File: config.mk
export PLATFORM = sky130hd
export DESIGN_NAME = fifo_wr_arbiter_flat
export DESIGN_NICKNAME = d
export VERILOG_FILES = /design/src/rtl/fifo_pkg.sv /design/src/rtl/fifo_wr_arbiter_if.sv /design/src/rtl/fifo_wr_arbiter_rr_pick.sv /design/src/rtl/fifo_wr_arbiter.sv /design/src/flat_wrapper.sv
export SDC_FILE = /design/constraint.sdc
export NUM_CORES = 1
export LEC_CHECK = 0
export ABC_CLOCK_PERIOD_IN_PS = 2500
export CORE_ASPECT_RATIO = 1.5
export CORE_MARGIN = 2
export CORE_UTILIZATION = 31
export CTS_BUF_LIST = sky130_fd_sc_hd__clkbuf_16
export DETAILED_ROUTE_END_ITERATION = 8
export GPL_ROUTABILITY_DRIVEN = 0
export PLACE_DENSITY = 0.82
export RECOVER_POWER = 50
export SYNTH_ARGS = -nofsm -noshare
export SYNTH_HDL_FRONTEND = slang
export SYNTH_SLANG_ARGS = --single-unit
File: constraint.sdc
create_clock -name clk -period 2.5 [get_ports clk]
set_clock_uncertainty 0.2 [all_clocks]
set_input_delay 0.625 -clock clk [delete_from_list [all_inputs] [get_ports clk]]
set_output_delay 0.625 -clock clk [all_outputs]
set_load 0.02 [all_outputs]
File: src/rtl/fifo_pkg.sv
// Shared types and the round-robin search used by the FIFO write-port arbiter.
package fifo_pkg;

   typedef enum logic [0:0] {
      IDLE  = 1'b0,
      BURST = 1'b1
   } arb_state_t;

   localparam int RR_MAX_REQ = 64;

   // First set bit of req searching upward from last+1, wrapping modulo num_req; -1 if none.
   function automatic int rr_search(input logic [RR_MAX_REQ-1:0] req,
                                    input int                    num_req,
                                    input int                    last);
      int pick;
      int idx;
      pick = -1;
      for (int k = 1; k <= RR_MAX_REQ; k++) begin
         if (k <= num_req) begin
            idx = (last + k) % num_req;
            if ((pick < 0) && req[idx[5:0]]) begin
               pick = idx;
            end else begin
               pick = pick;
            end
         end else begin
            pick = pick;
         end
      end
      return pick;
   endfunction

endpackage

File: src/rtl/fifo_wr_arbiter_if.sv
// Requester-side handshake plus FIFO write-side signals of the write-port arbiter.
interface fifo_wr_arbiter_if #(
   parameter int WIDTH   = 16,
   parameter int NUM_REQ = 4
);
   localparam int IDX_W = $clog2(NUM_REQ);

   logic [NUM_REQ-1:0]       req_valid;
   logic [NUM_REQ*WIDTH-1:0] req_data;
   logic [NUM_REQ-1:0]       req_last;
   logic [NUM_REQ-1:0]       req_ready;
   logic                     fifo_full;
   logic                     fifo_wr_en;
   logic [WIDTH-1:0]         fifo_data_in;
   logic [IDX_W-1:0]         grant_id;
   logic                     busy;

   modport master (
      output req_valid, req_data, req_last, fifo_full,
      input  req_ready, fifo_wr_en, fifo_data_in, grant_id, busy
   );

   modport slave (
      input  req_valid, req_data, req_last, fifo_full,
      output req_ready, fifo_wr_en, fifo_data_in, grant_id, busy
   );
endinterface

File: src/rtl/fifo_wr_arbiter_rr_pick.sv
// Combinational round-robin picker: first requester after i_last, wrapping modulo NUM_REQ.
module rr_pick
   import fifo_pkg::*;
#(
   parameter int NUM_REQ = 4,
   parameter int IDX_W   = $clog2(NUM_REQ)
) (
   input  logic [NUM_REQ-1:0] i_req,
   input  logic [IDX_W-1:0]   i_last,
   output logic [IDX_W-1:0]   o_grant,
   output logic               o_any_valid
);

   logic [RR_MAX_REQ-1:0] w_req_ext;
   int                    w_pick;

   // Widen the request vector and run the shared search.
   always_comb begin
      w_req_ext                = '0;
      w_req_ext[NUM_REQ-1:0]   = i_req;
      w_pick                   = rr_search(w_req_ext, NUM_REQ, int'(i_last));
      o_any_valid              = (w_pick >= 0);
      if (o_any_valid) begin
         o_grant = IDX_W'(w_pick);
      end else begin
         o_grant = '0;
      end
   end

endmodule

File: src/rtl/fifo_wr_arbiter.sv
// Round-robin arbiter sharing the FIFO write port between NUM_REQ producers,
// one burst per grant, ending on last or after MAX_BURST beats.
module fifo_wr_arbiter
   import fifo_pkg::*;
#(
   parameter int WIDTH     = 16,
   parameter int NUM_REQ   = 4,
   parameter int MAX_BURST = 4
) (
   input  logic              clk,
   input  logic              rst,
   fifo_wr_arbiter_if.slave  io_bus
);

   localparam int IDX_W = $clog2(NUM_REQ);
   localparam int CNT_W = $clog2(MAX_BURST + 1);

   arb_state_t         r_state;
   logic [IDX_W-1:0]   r_grant_id;
   logic [IDX_W-1:0]   r_last_grant;
   logic [CNT_W-1:0]   r_beat_cnt;
   logic               r_busy;

   arb_state_t         w_next_state;
   logic [IDX_W-1:0]   w_next_grant;
   logic [IDX_W-1:0]   w_next_last;
   logic [CNT_W-1:0]   w_next_cnt;
   logic [NUM_REQ-1:0] w_req_ready;
   logic               w_wr_en;
   logic [WIDTH-1:0]   w_data;
   logic [IDX_W-1:0]   w_pick;
   logic               w_any_valid;
   logic [WIDTH-1:0]   w_lane [NUM_REQ];

   for (genvar gi = 0; gi < NUM_REQ; gi++) begin : g_lane
      assign w_lane[gi] = io_bus.req_data[gi*WIDTH +: WIDTH];
   end

   rr_pick #(
      .NUM_REQ (NUM_REQ),
      .IDX_W   (IDX_W)
   ) u_rr_pick (
      .i_req       (io_bus.req_valid),
      .i_last      (r_last_grant),
      .o_grant     (w_pick),
      .o_any_valid (w_any_valid)
   );

   // Next-state, burst accounting and write-port datapath.
   always_comb begin
      w_next_state = r_state;
      w_next_grant = r_grant_id;
      w_next_last  = r_last_grant;
      w_next_cnt   = r_beat_cnt;
      w_req_ready  = '0;
      w_wr_en      = 1'b0;
      w_data       = '0;
      case (r_state)
         IDLE: begin
            if (w_any_valid) begin
               w_next_state = BURST;
               w_next_grant = w_pick;
               w_next_cnt   = '0;
            end else begin
               w_next_state = IDLE;
            end
         end
         BURST: begin
            w_data                  = w_lane[r_grant_id];
            w_req_ready[r_grant_id] = ~io_bus.fifo_full;
            w_wr_en                 = io_bus.req_valid[r_grant_id] & ~io_bus.fifo_full;
            if (w_wr_en) begin
               w_next_cnt = r_beat_cnt + CNT_W'(1);
               if (io_bus.req_last[r_grant_id] || (r_beat_cnt == CNT_W'(MAX_BURST - 1))) begin
                  w_next_state = IDLE;
                  w_next_last  = r_grant_id;
               end else begin
                  w_next_state = BURST;
               end
            end else begin
               w_next_cnt = r_beat_cnt;
            end
         end
         default: begin
            w_next_state = IDLE;
         end
      endcase
      // Handshake strobes are forced quiet while reset is held, even mid-burst.
      if (rst) begin
         w_req_ready = '0;
         w_wr_en     = 1'b0;
      end else begin
         w_req_ready = w_req_ready;
      end
   end

   // State, grant and beat counter registers.
   always_ff @(posedge clk) begin
      if (rst) begin
         r_state      <= IDLE;
         r_grant_id   <= '0;
         r_last_grant <= IDX_W'(NUM_REQ - 1);
         r_beat_cnt   <= '0;
         r_busy       <= 1'b0;
      end else begin
         r_state      <= w_next_state;
         r_grant_id   <= w_next_grant;
         r_last_grant <= w_next_last;
         r_beat_cnt   <= w_next_cnt;
         r_busy       <= (w_next_state == BURST);
      end
   end

   assign io_bus.req_ready    = w_req_ready;
   assign io_bus.fifo_wr_en   = w_wr_en;
   assign io_bus.fifo_data_in = w_data;
   assign io_bus.grant_id     = r_grant_id;
   assign io_bus.busy         = r_busy;

endmodule

File: src/flat_wrapper.sv
// flat-port wrapper written by rule: the top's interface ports become plain ports
module fifo_wr_arbiter_flat import fifo_pkg::*;
#(
   parameter int WIDTH     = 16,
   parameter int NUM_REQ   = 4,
   parameter int MAX_BURST = 4
)
  (clk, rst, io_bus_req_valid, io_bus_req_data, io_bus_req_last, io_bus_fifo_full, io_bus_req_ready, io_bus_fifo_wr_en, io_bus_fifo_data_in, io_bus_grant_id, io_bus_busy);
  fifo_wr_arbiter_if #(.WIDTH(WIDTH), .NUM_REQ(NUM_REQ)) io_bus_i ();
  input  logic clk;
  input  logic rst;
  input wire logic [$bits(io_bus_i.req_valid)-1:0] io_bus_req_valid;
  input wire logic [$bits(io_bus_i.req_data)-1:0] io_bus_req_data;
  input wire logic [$bits(io_bus_i.req_last)-1:0] io_bus_req_last;
  input wire logic [$bits(io_bus_i.fifo_full)-1:0] io_bus_fifo_full;
  output wire logic [$bits(io_bus_i.req_ready)-1:0] io_bus_req_ready;
  output wire logic [$bits(io_bus_i.fifo_wr_en)-1:0] io_bus_fifo_wr_en;
  output wire logic [$bits(io_bus_i.fifo_data_in)-1:0] io_bus_fifo_data_in;
  output wire logic [$bits(io_bus_i.grant_id)-1:0] io_bus_grant_id;
  output wire logic [$bits(io_bus_i.busy)-1:0] io_bus_busy;
  assign io_bus_i.req_valid = io_bus_req_valid;
  assign io_bus_i.req_data = io_bus_req_data;
  assign io_bus_i.req_last = io_bus_req_last;
  assign io_bus_i.fifo_full = io_bus_fifo_full;
  assign io_bus_req_ready = io_bus_i.req_ready;
  assign io_bus_fifo_wr_en = io_bus_i.fifo_wr_en;
  assign io_bus_fifo_data_in = io_bus_i.fifo_data_in;
  assign io_bus_grant_id = io_bus_i.grant_id;
  assign io_bus_busy = io_bus_i.busy;
  fifo_wr_arbiter #(.WIDTH(WIDTH), .NUM_REQ(NUM_REQ), .MAX_BURST(MAX_BURST)) u_core (.clk(clk), .rst(rst), .io_bus(io_bus_i));
endmodule
# Word-level counts from Yosys, hierarchy flattened
# Cells that the tools add are included.
# totals
word_cells	77
mem_bits_rw	0
output_inout_bits	24
rom_bits	0
reg_bits	8
latch_bits	0
mem_count	0
in_bits	75
# classes
n_shift	0
n_div	0
n_reduce_logical	12
multipliers	0
add_sub_neg	5
n_lt_le_gt_ge	11
muxes	33
eq_ne	3
n_bitwise	9
# op_table
op	count
2-to-1 mux 32 bit	4
less-than comparator 32 x 1 -> 1 bit (second input constant)	3
2-to-1 mux 16 bit	3
binary-select mux 16 bit (select 2 bit)	1
>= comparator 32 x 1 -> 1 bit (second input constant)	1
less-than comparator 6 x 7 -> 1 bit (second input constant)	4
binary-select mux 1 bit (select 3 bit)	4
2-to-1 mux 1 bit	12
2-to-1 mux 4 bit	2
OR reduction 2 bit	4
2-to-1 mux 3 bit	2
case mux 3 bit (2 select lines)	1
adder 2 x 1 -> 2 bit (second input constant)	2
adder 2 bit (second input constant)	2
AND 1 bit (first input constant)	4
AND 4 bit	1
binary-select mux 1 bit (select 2 bit)	2
logical AND 1 bit	4
!= test 2 bit (second input constant)	2
AND reduction 2 bit	2
adder 3 x 1 -> 3 bit (second input constant)	1
equality test 3 x 2 -> 1 bit (second input constant)	1
>= comparator 3 bit (second input constant)	1
less-than comparator 2 x 3 -> 1 bit (second input constant)	1
8 further kinds	9

# Depth between registers and ports, before layout
# depth
ltp_word	18
ltp_mapped	6
mapped_depth_nobuf	6

# By module
# From an unflattened synthesis, not the netlist that was laid out.
# unflattened
cells_unflattened	110
area_unflattened_um2	1063.5
# by_module_without_submodules
mod	instances	seq_area_each_um2	area_each_um2	cells_each
fifo_wr_arbiter	1	160.2	982.2	96
rr_pick	1	0.0	81.3	14

# Worst setup path before layout
# OpenSTA, ideal clock, no wires.
# synth_path
path_type	register -> output
startpoint	register u_core.r_grant_id[0], in the netlist u_core.io_bus.grant_id[0]
endpoint	output io_bus_fifo_data_in[10]
setup_slack_ns	-0.046
arrival_ns	1.721
n_path_buf	2
t_required_ns	1.675
path_stages_with_launch	5
path_cell_list	dfxtp_1 -> buf_2 -> buf_2 -> mux4_2 -> and2_1
# synth_via
elab_chain_len	5
# synth_lines
item	line	text
from (decl)	fifo_wr_arbiter.sv:19	logic [IDX_W-1:0] r_grant_id;
from (signal assigned)	fifo_wr_arbiter.sv:107	r_grant_id <= w_next_grant;
inverter 2 -> 3 bit (implied by the code)	fifo_wr_arbiter.sv:69	w_data = w_lane[r_grant_id];
binary-select mux 16 bit (select 2 bit)	fifo_wr_arbiter.sv:69	
2-to-1 mux 16 bit (implied by the code) (2 in a row)	fifo_wr_arbiter.sv:69	
2-to-1 mux 16 bit	fifo_wr_arbiter.sv:58	case (r_state)
to (decl)	flat_wrapper.sv:18	output wire logic [$bits(io_bus_i.fifo_data_in)-1:0] io_bus_fifo_data_in;
# No other way between the ends. The select of a mux whose other input is x is not followed.

# Final worst setup path
# layout_path
startpoint	input io_bus_req_valid[2]
endpoint	output io_bus_fifo_wr_en
# layout_via
elab_chain_len	5
# layout_lines
item	line	text
from (decl)	flat_wrapper.sv:12	input wire logic [$bits(io_bus_i.req_valid)-1:0] io_bus_req_valid;
binary-select mux 1 bit (select 2 bit)	fifo_wr_arbiter.sv:71	w_wr_en = io_bus.req_valid[r_grant_id] & ~io_bus.fifo_full;
2-to-1 mux 1 bit (implied by the code)	fifo_wr_arbiter.sv:71	
AND 1 bit	fifo_wr_arbiter.sv:71	
2-to-1 mux 1 bit	fifo_wr_arbiter.sv:58	
2-to-1 mux 1 bit	fifo_wr_arbiter.sv:89	if (rst) begin
to (decl)	flat_wrapper.sv:17	output wire logic [$bits(io_bus_i.fifo_wr_en)-1:0] io_bus_fifo_wr_en;
# No other way between the ends. The select of a mux whose other input is x is not followed.

==> impl_results.md <==
- Die Ht: 75.7 um
- Maximum vdd drop: 0.313 mV
- CTS max path bufs: 2
- CP Data Arrival Time: 1.66 ns
- Final wirelength: 4880 um
- Number of global-route vias before repair: 1459
- Chip Width: 51.8 um
- Tot GR Track Use: 25.1%
- Crit path depth: 4
- Routed Antenna Nets: 0
- Status: completed
- Synthesized instance count: 107
- Post-Syn Nets: 184
- Design Power: 0.868 mW
- Vias: 1413
- Final cycle utilization of the critical path: 99.5%
- Critical path peak fanout: 2
- Post-synth top area share: 36.1%
- IO Port Bufs: 98
- Die area: 3920 sq um
- Ys flop type: dfxtp_1
- Wirelength per Cell: 18.8 um
- Tightest Pin Transition: 0.420 ns
- Num ports: 99
- Hold Vio Cnt, Final: 0
- CTS buffer count: 3
- P_sw: 0.257 mW
- Top post-synthesis cells by area: mux4_2 36%, dfxtp_1 15%, and2_1 10%
- Clock root cell: clkbuf_16
- Maximum clock rate: 402 MHz
- Ratio of cells with drive above 1 in the final layout: 35.9%
- Sequential area share after synthesis: 15.1%
- Internal Power: 0.611 mW
- Site Rows: 26
- Core ar.: 3350 sq um
- Clock network power share: 31.3%
- Cell area after layout: 2260 sq um
- Warnings from Yosys: 0
- Slowest-stage cell, CP: mux4_2
- Post-synth top cells: 17 x and2_1, 17 x mux4_2, 8 x dfxtp_1
- Pin count of the biggest net entering global routing: 22
- Flops & latches, synth: 8
- Skew-Pair Late Insertion Delay: 0.23 ns
- CP max stage delay: 0.49 ns
- Crit path cell chain: dlygate4sd2_1 > mux4_2 > and2_4 > buf_6
- Total power divided by cell area: 385 nW/um^2
- Remaining global-route overflow: 0
- Starting Density: 31.7%
- Placed cell areas: 2180 sq um
- FF-to-FF path depth: 5
- Count of cell types in the netlist: 33
- First-pass GRT wire length: 7100 um
- Remaining DRCs: 0
- Seq pwr share: 16.8%
- Largest area contributor in the netlist: mux4_2
- Net switching share of the total power: 29.6%
- WS Path Type: input pin to output pin
- Rel. slew slack: 71.7%
- Area Growth Syn to Fin: 113%
- Post-DR vias/cell: 5.43
- Clock-pin slew on the worst setup and hold paths: 0.04 ns
- Logic pwr share: 52.0%
- Worst setup EP type: output pin
- Ys async rst share: 0%
- Min cycle time layout: 2.49 ns
- Final setup vio count: 0
- Hold Crit Depth: 2
- Critical path's top delay family: multiplexers
- Initial drt markers: 75
- Crit path required time: 1.67 ns
- Element type at the critical path start: input pin
- 1st-pass router iterations: 4
- Clock tree sinks: 8
- Fillers: 275
- Worst min path class: flip-flop to flip-flop
- CTS H-tree lvls: 1
- Mean Syn Cell Area: 9.92 sq um
- CTS tree: built
- DP HPWL: 3750 um
- Post-synth EDFFs: 0
- Total of max-cap violations: 0
- Initial antenna violation count: 1
- Slew Viols, Final: 0
- Leak pwr: 1.02 nW
- Net count, final: 296
- CTS hold repair buffers: 0
- Mapped cell area: 1060 sq um
- WP buf/inv: 2
## stage by stage
step / hold slack (ns) / util, % / cells / setup WS, ns / setup TNS, ns
floorplan: 0.250 / - / 107 / 0.0133 / 0
global placement: 0.258 / 65.1 / 254 / -0.565 / -10.23
detailed placement: 0.277 / 65.1 / 254 / -0.590 / -10.71
CTS: 0.282 / 66.9 / 258 / 0.00399 / 0
global route: 0.304 / 67.3 / 260 / -0.0309 / -0.0419
finish: 0.287 / 67.3 / 260 / 0.0113 / 0
## cell type report
| class | instances | area (sq um) | area share (%) |
|---|---|---|---|
| Multi-Input combinational cell | 87 | 895 | 39.7 |
| Inverter | 3 | 11.3 | 0.499 |
| Antenna cell | 1 | 2.50 | 0.111 |
| Timing Repair Buffer | 116 | 1060 | 46.9 |
| Tap cell | 42 | 52.6 | 2.33 |
| Sequential cell | 8 | 161 | 7.15 |
| Clock buffer | 3 | 75.1 | 3.33 |
## power groups by stage
stage | sequential (mW) | combinational, mW | clock [mW]
2_1_floorplan | 0.149 | 0.206 | 0
3_5_place_dp | 0.147 | 0.446 | 0
5_1_grt | 0.147 | 0.475 | 0.287
4_1_cts | 0.145 | 0.455 | 0.274
3_3_place_gp | 0.146 | 0.433 | 0
6_report | 0.146 | 0.451 | 0.271
## routing by layer
metal / global-route usage, % / vias up / part of all wire (%)
met4: 13.2 / 0 / 3.6
met3: 4.71 / 23 / 7.6
met5: 0 / - / 0
li1: - / 638 / -
met2: 49.0 / 88 / 57
met1: 24.4 / 664 / 32
## cell usage in the layout (no fill, tap or decap), types with 2 or more instances in the layout
| cell type | n |
|---|---|
| dlygate4sd3_1 | 3 |
| nand3_1 | 2 |
| nor2b_1 | 2 |
| buf_6 | 18 |
| mux4_2 | 17 |
| nor2_1 | 6 |
| inv_1 | 3 |
| dfxtp_1 | 7 |
| and2_4 | 14 |
| a21oi_1 | 3 |
| clkbuf_4 | 2 |
| dlygate4sd2_1 | 65 |
| nand4b_1 | 2 |
| and2_0 | 3 |
| nand2b_1 | 3 |
| clkbuf_16 | 3 |
| clkdlybuf4s15_1 | 3 |
| buf_4 | 16 |
| o21ai_0 | 2 |
| o31ai_1 | 2 |
| ha_1 | 2 |
| mux2i_1 | 3 |
| nand2_1 | 5 |
| nor3_1 | 4 |
| nor4_1 | 3 |
| clkdlybuf4s50_1 | 5 |
## worst min-delay path: stages (launching register included)
cell and delay (ns):
dfxtp_1 0.31, nand3_1 0.06, a21oi_1 0.06
## flip-flops by register name, indices dropped and copies added, names as in the netlist
name	cells
u_core.io_bus.grant_id	2
u_core.r_state	1
u_core.r_last_grant	2
u_core.r_beat_cnt	3
## repair_timing
action / CTS / global route
gates resized for setup: 210 / 10
pin swaps: 3 / 3
gates cloned: 0 / 0
setup buffers: 1 / 1
setup endpoints to repair: 21 / 16
## worst paths after layout
path | start | endpoint | slack [ns]
worst min register to register | u_core.r_beat_cnt[1] | u_core.r_beat_cnt[1] | 0.29
worst max-delay path | io_bus_req_valid[2] | io_bus_fifo_wr_en | 0.01
worst min-delay path | u_core.r_beat_cnt[1] | u_core.r_beat_cnt[1] | 0.29
worst max register to register | u_core.io_bus.grant_id[1] | u_core.r_last_grant[1] | 0.33
## kinds of logic (layout without fill, tap and decap cells)
logic type / count (synthesis) / in the layout / synth area share [%]
AND/OR/NAND/NOR: 50 / 50 / 26.8
flip-flops: 8 / 8 / 15.1
buffers and inverters: 12 / 122 / 5.31
other: 0 / 1 / 0
adder cells (fa/ha/maj): 2 / 2 / 2.36
multiplexers: 22 / 22 / 41.4
AO/OA/AOI/OAI: 13 / 13 / 9.08
Note: power is estimated with default switching activity, not from simulation.
